File: config.mk
export PLATFORM = sky130hd
export DESIGN_NAME = dac_interface
export DESIGN_NICKNAME = d
export VERILOG_FILES = /design/src/rtl/dac_interface.sv
export SDC_FILE = /design/constraint.sdc
export NUM_CORES = 1
export LEC_CHECK = 0
export CAP_MARGIN = 20
export CORE_ASPECT_RATIO = 1.2
export CORE_MARGIN = 2
export CORE_UTILIZATION = 53
export CTS_BUF_LIST = sky130_fd_sc_hd__clkbuf_2 sky130_fd_sc_hd__clkbuf_4 sky130_fd_sc_hd__clkbuf_8
export DETAILED_ROUTE_END_ITERATION = 6
export PLACE_DENSITY_LB_ADDON = 0.2
export SETUP_SLACK_MARGIN = 0.3
export SLEW_MARGIN = 20
export SYNTH_ARGS = -nofsm -noshare
export SYNTH_HDL_FRONTEND = slang
export SYNTH_SLANG_ARGS = --single-unit
export TNS_END_PERCENT = 100
File: constraint.sdc
create_clock -name clk -period 4.4 [get_ports clk]
set_input_delay 0.88 -clock clk [delete_from_list [all_inputs] [get_ports clk]]
set_output_delay 0.88 -clock clk [all_outputs]
set_load 0.1 [all_outputs]
File: src/rtl/dac_interface.sv
// dac_interface
//   Transmit path toward an external 16-bit SPI DAC. Signed samples arrive on
//   a valid/ready handshake and queue in a small FIFO. Once per sample period
//   the head sample is popped, converted to offset binary and shifted out MSB
//   first on an SPI mode-0 link (SCLK idle low, data stable on rising edge).
//
//   Optional build macro: DAC_UNDERRUN_ZERO_EN
//     defined   - an empty-FIFO sample period transmits midscale (sample 0)
//     undefined - an empty-FIFO sample period repeats the last sample
//
// Ports
//   clk           system clock
//   reset         asynchronous active-low reset
//   s_data        signed sample, s_valid qualifies it, s_ready = FIFO not full
//   underrun_clr  clears the sticky underrun flag
//   dac_cs_n      DAC chip select (active low)
//   dac_sclk      SPI clock
//   dac_mosi      SPI data, MSB first
//   frame_done    one-cycle pulse as a frame finishes
//   underrun      sticky, set when a sample period found the FIFO empty
//   fifo_level    FIFO occupancy 0..FIFO_DEPTH
module dac_interface #(
    parameter int CLK_DIV    = 100,
    parameter int SCLK_DIV   = 2,
    parameter int FIFO_DEPTH = 16
) (
    input  logic                          clk,
    input  logic                          reset,
    input  logic [15:0]                   s_data,
    input  logic                          s_valid,
    output logic                          s_ready,
    input  logic                          underrun_clr,
    output logic                          dac_cs_n,
    output logic                          dac_sclk,
    output logic                          dac_mosi,
    output logic                          frame_done,
    output logic                          underrun,
    output logic [$clog2(FIFO_DEPTH):0]   fifo_level
);
    localparam int AW = $clog2(FIFO_DEPTH);
    localparam int CW = $clog2(CLK_DIV);
    // Half-period counter needs at least one bit even when SCLK_DIV is 1.
    localparam int DW = (SCLK_DIV > 1) ? $clog2(SCLK_DIV) : 1;

    typedef enum logic {IDLE, SHIFT} state_t;

    logic [15:0]   mem [FIFO_DEPTH];
    logic [AW-1:0] wr_ptr_reg, rd_ptr_reg;
    logic [AW:0]   level_reg, level_next;
    logic [CW-1:0] tick_cnt_reg;
    logic [15:0]   last_reg, sample_next;
    logic          underrun_reg;

    state_t        state_reg, state_next;
    logic          cs_n_reg, cs_n_next;
    logic          sclk_reg, sclk_next;
    logic          mosi_reg, mosi_next;
    logic          done_reg, done_next;
    logic [15:0]   shift_reg, shift_next;
    logic [DW-1:0] div_reg, div_next;
    logic [4:0]    edge_reg, edge_next;

    logic tick, empty, push, pop;
    logic [15:0] code;

    assign tick    = (tick_cnt_reg == CW'(CLK_DIV - 1));
    assign empty   = (level_reg == '0);
    assign s_ready = (level_reg != (AW+1)'(FIFO_DEPTH));
    assign push    = s_valid && s_ready;
    // Empty is judged on the registered level, so a push landing in the tick
    // cycle is too late for that period.
    assign pop     = tick && !empty;

    // Sample for this period: FIFO head, otherwise the underrun policy.
    always_comb begin
        sample_next = last_reg;
        if (pop) begin
            sample_next = mem[rd_ptr_reg];
        end
`ifdef DAC_UNDERRUN_ZERO_EN
        else if (tick) begin
            sample_next = '0;
        end
`endif
    end

    // Two's complement to offset binary is just an MSB flip.
    assign code = sample_next ^ 16'h8000;

    always_comb begin
        case ({push, pop})
            2'b10:   level_next = level_reg + 1'b1;
            2'b01:   level_next = level_reg - 1'b1;
            default: level_next = level_reg;
        endcase
    end

    // Storage carries no reset; flushing is done through the pointers.
    always_ff @(posedge clk) begin
        if (push) begin
            mem[wr_ptr_reg] <= s_data;
        end
    end

    always_ff @(posedge clk or negedge reset) begin
        if (!reset) begin
            wr_ptr_reg   <= '0;
            rd_ptr_reg   <= '0;
            level_reg    <= '0;
            tick_cnt_reg <= '0;
            last_reg     <= '0;
            underrun_reg <= 1'b0;
        end else begin
            if (push) wr_ptr_reg <= wr_ptr_reg + 1'b1;
            if (pop)  rd_ptr_reg <= rd_ptr_reg + 1'b1;
            level_reg    <= level_next;
            tick_cnt_reg <= tick ? '0 : tick_cnt_reg + 1'b1;
            if (tick) last_reg <= sample_next;
            // A new empty tick beats a simultaneous clear.
            if (tick && empty)     underrun_reg <= 1'b1;
            else if (underrun_clr) underrun_reg <= 1'b0;
        end
    end

    // Serializer next-state and outputs. Toggles are numbered 0..31 in
    // edge_reg; odd ones are falling edges, and the final falling edge
    // closes the frame instead of advancing MOSI.
    always_comb begin
        state_next = state_reg;
        cs_n_next  = cs_n_reg;
        sclk_next  = sclk_reg;
        mosi_next  = mosi_reg;
        done_next  = 1'b0;
        shift_next = shift_reg;
        div_next   = div_reg;
        edge_next  = edge_reg;
        case (state_reg)
            IDLE: begin
                if (tick) begin
                    state_next = SHIFT;
                    cs_n_next  = 1'b0;
                    sclk_next  = 1'b0;
                    shift_next = code;
                    mosi_next  = code[15];
                    div_next   = '0;
                    edge_next  = '0;
                end
            end
            SHIFT: begin
                if (div_reg == DW'(SCLK_DIV - 1)) begin
                    div_next  = '0;
                    edge_next = edge_reg + 5'd1;
                    sclk_next = ~sclk_reg;
                    if (sclk_reg) begin
                        if (edge_reg == 5'd31) begin
                            state_next = IDLE;
                            cs_n_next  = 1'b1;
                            sclk_next  = 1'b0;
                            mosi_next  = 1'b0;
                            done_next  = 1'b1;
                        end else begin
                            shift_next = {shift_reg[14:0], 1'b0};
                            mosi_next  = shift_reg[14];
                        end
                    end
                end else begin
                    div_next = div_reg + 1'b1;
                end
            end
            default: state_next = IDLE;
        endcase
    end

    always_ff @(posedge clk or negedge reset) begin
        if (!reset) begin
            state_reg <= IDLE;
            cs_n_reg  <= 1'b1;
            sclk_reg  <= 1'b0;
            mosi_reg  <= 1'b0;
            done_reg  <= 1'b0;
            shift_reg <= '0;
            div_reg   <= '0;
            edge_reg  <= '0;
        end else begin
            state_reg <= state_next;
            cs_n_reg  <= cs_n_next;
            sclk_reg  <= sclk_next;
            mosi_reg  <= mosi_next;
            done_reg  <= done_next;
            shift_reg <= shift_next;
            div_reg   <= div_next;
            edge_reg  <= edge_next;
        end
    end

    assign dac_cs_n   = cs_n_reg;
    assign dac_sclk   = sclk_reg;
    assign dac_mosi   = mosi_reg;
    assign frame_done = done_reg;
    assign underrun   = underrun_reg;
    assign fifo_level = level_reg;

endmodule

==> flow_summary_export.csv <==
group,metric,value,unit
floorplan,fp-row-count,62,
critical_path,critPathCaptureType,"primary output",
sta,finalHoldViolCount,0,
clock_tree,cts_buffers,50,
critical_path,crit_buf_inv,1,
placed_design,gp_routability_congestion,0.792,
clock_tree,htree_levels,2,
clock_tree,cts_tree,"done",
route,drt-vias-per-instance,5.79,
sta,maxSlewViolCount,0,
floorplan,initial_core_util,54.2,%
layout,regArea,9270,µm²
global_route,grt_use_total,20.2,%
sta,fin_ws,0.845,ns
clock_tree,clockBufferDepth,3,
power,power_density,397,nW/µm²
critical_path,critPathLaunch,"fifo_level[2]",
clock_tree,worstSkewPairLatency,0.56,ns
placed_design,hpwl,15500,µm
critical_path,cpPeakStageDelay,0.98,ns
sta,rsz0062_at_grt,"no",
clock_tree,cts-root-buf,"clkbuf_8",
global_route,grt_first_pass_wirelength,39700,µm
route,firstDrtPassIters,5,
floorplan,io_pins,31,
yosys,avgSynthCellArea,18.2,µm²
layout,drive_gt1_share,28.0,%
layout,antenna_cells,0,
floorplan,die_x,147,µm
global_route,grt_pass1_vias,6974,
route,postRouteAntennaNets,0,
yosys,async_flop_share,19.7,%
route,wl_per_cell,21.9,µm
route,routed_wl,24900,µm
placed_design,dp.cells,1042,
global_route,grt_max_degree,54,
critical_path,r2r_cells,12,
run_status,status,"completed",
yosys,yosysSeqAreaShare,71.4,%
yosys,synthDistinctLibCells,49,
critical_path,path_cells,"nor4_1 > nand2_2 > clkdlybuf4s50_1",
sta,period_needed,3.56,ns
yosys,synth_warnings,0,
global_route,grt-ovfl-total,0,
critical_path,r2r_start,"fifo_level[2]",
global_route,antenna_found_initial,0,
sta,fin_skew,0.0204,ns
sta,hold-worst-slack,0.395,ns
critical_path,path_delay_family,"buffers and inverters",
clock_tree,cts.sinks,319,
route,drc,0,
layout,fillers,1730,
critical_path,worst-setup-path-type,"flip-flop to primary output",
floorplan,die_y,175,µm
floorplan,core_area,24000,µm²
placed_design,io_buffers,30,
layout,design_area,14800,µm²
yosys,synth_edf_count,256,
critical_path,rrSetupSlack,1.20,ns
layout,syn_to_final_growth,13.7,%
sta,maxSlewHeadroom,30.4,%
route,vias,6574,
layout,fin_cells,1135,
clock_tree,holdBufCountCts,0,
yosys,synth-seq-cells,319,
placed_design,pre_cts_ws,0.898,ns
clock_tree,path_clk_slew,0.06,ns
yosys,synth_nets,745,
yosys,synth_ff_type,"edfxtp_1",
critical_path,cp_data_required_time,3.52,ns
hold_path,min_path_type,"input pin to asynchronous set/reset pin",
sta,worstMarginPinSlew,1.04,ns
yosys,synth_top_area_cell,"edfxtp_1",
clock_tree,post-cts-setup-buffers,0,
layout,layout.nets,807,
route,drtIter0Drc,328,
critical_path,cp_slowest_cell,"clkdlybuf4s50_1",
power,leakage,5.01,nW
clock_tree,cts.repair.resized,0,
placed_design,placed_area,13700,µm²
sta,fmax,281,MHz
critical_path,cp_max_fo,8,
yosys,syn_area,13000,µm²
sta,timing.final.crit_share,80.8,%
yosys,syn_inst,713,
flow_run,maxCapViolations,0,
yosys,synth.top_cells.by_area,"edfxtp_1 59%, dfrtp_1 12%, mux4_2 11%",
layout,multiInputGateArea,3510,µm²
critical_path,arrival,2.68,ns
critical_path,crit_path_start_kind,"flip-flop",
floorplan,dieArea,25800,µm²
sta,setup_viol,0,
power,ir_drop,0.280,mV
sta,fin_setup_tns,0,ns
layout,largest_reg_flops,256,
critical_path,r2r_end,"fifo_level[4]",
yosys,netlist.area_leader.share,59.2,%
## cells in the mapped netlist (13+ instances only)
| cell type | n |
|---|---|
| buf_2 | 15 |
| xnor2_1 | 13 |
| mux4_2 | 64 |
| dfrtp_1 | 62 |
| mux2i_1 | 34 |
| nand2_1 | 59 |
| nor2b_1 | 16 |
| a22o_1 | 16 |
| o21ai_0 | 14 |
| clkbuf_1 | 18 |
| edfxtp_1 | 256 |
| nor2_1 | 22 |
## cells by family after synthesis
| logic type | synth area share [%] |
|---|---|
| AOI/OAI and AO/OA | 5.86 |
| xor gates and xnor gates | 1.28 |
| adders and majority gates | 1.16 |
| buffers and inverters | 2.06 |
| DFF | 71.4 |
| muxes | 14.1 |
| and+or+nand+nor | 4.19 |
## through the flow
step / util (%) / total power, mW
floorplan: - / 3.32
global placement: 57.1 / 3.38
detailed placement: 57.1 / 3.39
CTS: 61.4 / 5.94
global route: 61.6 / 6.08
finish: 61.6 / 5.86
## metal layers
layer  global-route usage, %  up-vias  part of all wire (%)
met4                    6.63        0                   2.3
met5                       0        -                     0
met2                    33.3      182                    50
met1                    27.6     3413                    42
met3                    3.74       47                   5.1
li1                        -     2932                     -
## worst max path at each step
stage	cells past startpoint	end
after floorplan	15	fifo_level[4]
after global placement	11	fifo_level[4]
final	3	s_ready
after global routing	3	s_ready
after CTS	3	s_ready
after detailed placement	11	fifo_level[4]
## cell type report
type                            count  share of cell area, %
Multi-Input combinational cell    340                   23.8
Sequential cell                   319                   62.9
Inverter                           12                  0.305
Timing Repair Buffer               52                   3.34
Clock inverter                     19                   1.14
Tap cell                          320                   2.71
Clock buffer                       73                   5.88
## power breakdown
part | switching [mW] | total, mW | internal, mW
Sequential | 0.0000000000000000192 | 3.26 | 3.26
Clock | 1.09 | 2.54 | 1.45
Combinational | 0.0464 | 0.0613 | 0.0149
## cell usage in the layout (no fill, tap or decap), types with 7 or more instances in the layout
master / netlist / routed
edfxtp_1: 256 / 256
mux4_2: 64 / 64
dfrtp_1: 62 / 59
nand2_1: 59 / 58
clkbuf_8: 0 / 51
mux2i_1: 34 / 34
clkdlybuf4s50_1: 0 / 29
clkbuf_4: 1 / 22
buf_4: 3 / 20
a22o_1: 16 / 16
nor2b_1: 16 / 16
o21ai_0: 14 / 14
xnor2_1: 13 / 13
nor2_2: 0 / 12
ha_1: 12 / 12
a21oi_1: 12 / 11
nor2_1: 22 / 10
inv_1: 10 / 10
a221oi_2: 8 / 8
o31ai_2: 8 / 8
clkinv_2: 0 / 8
clkinv_1: 1 / 7
a21oi_2: 6 / 7
a221oi_1: 7 / 7
Power figures use the tool's default switching activity.
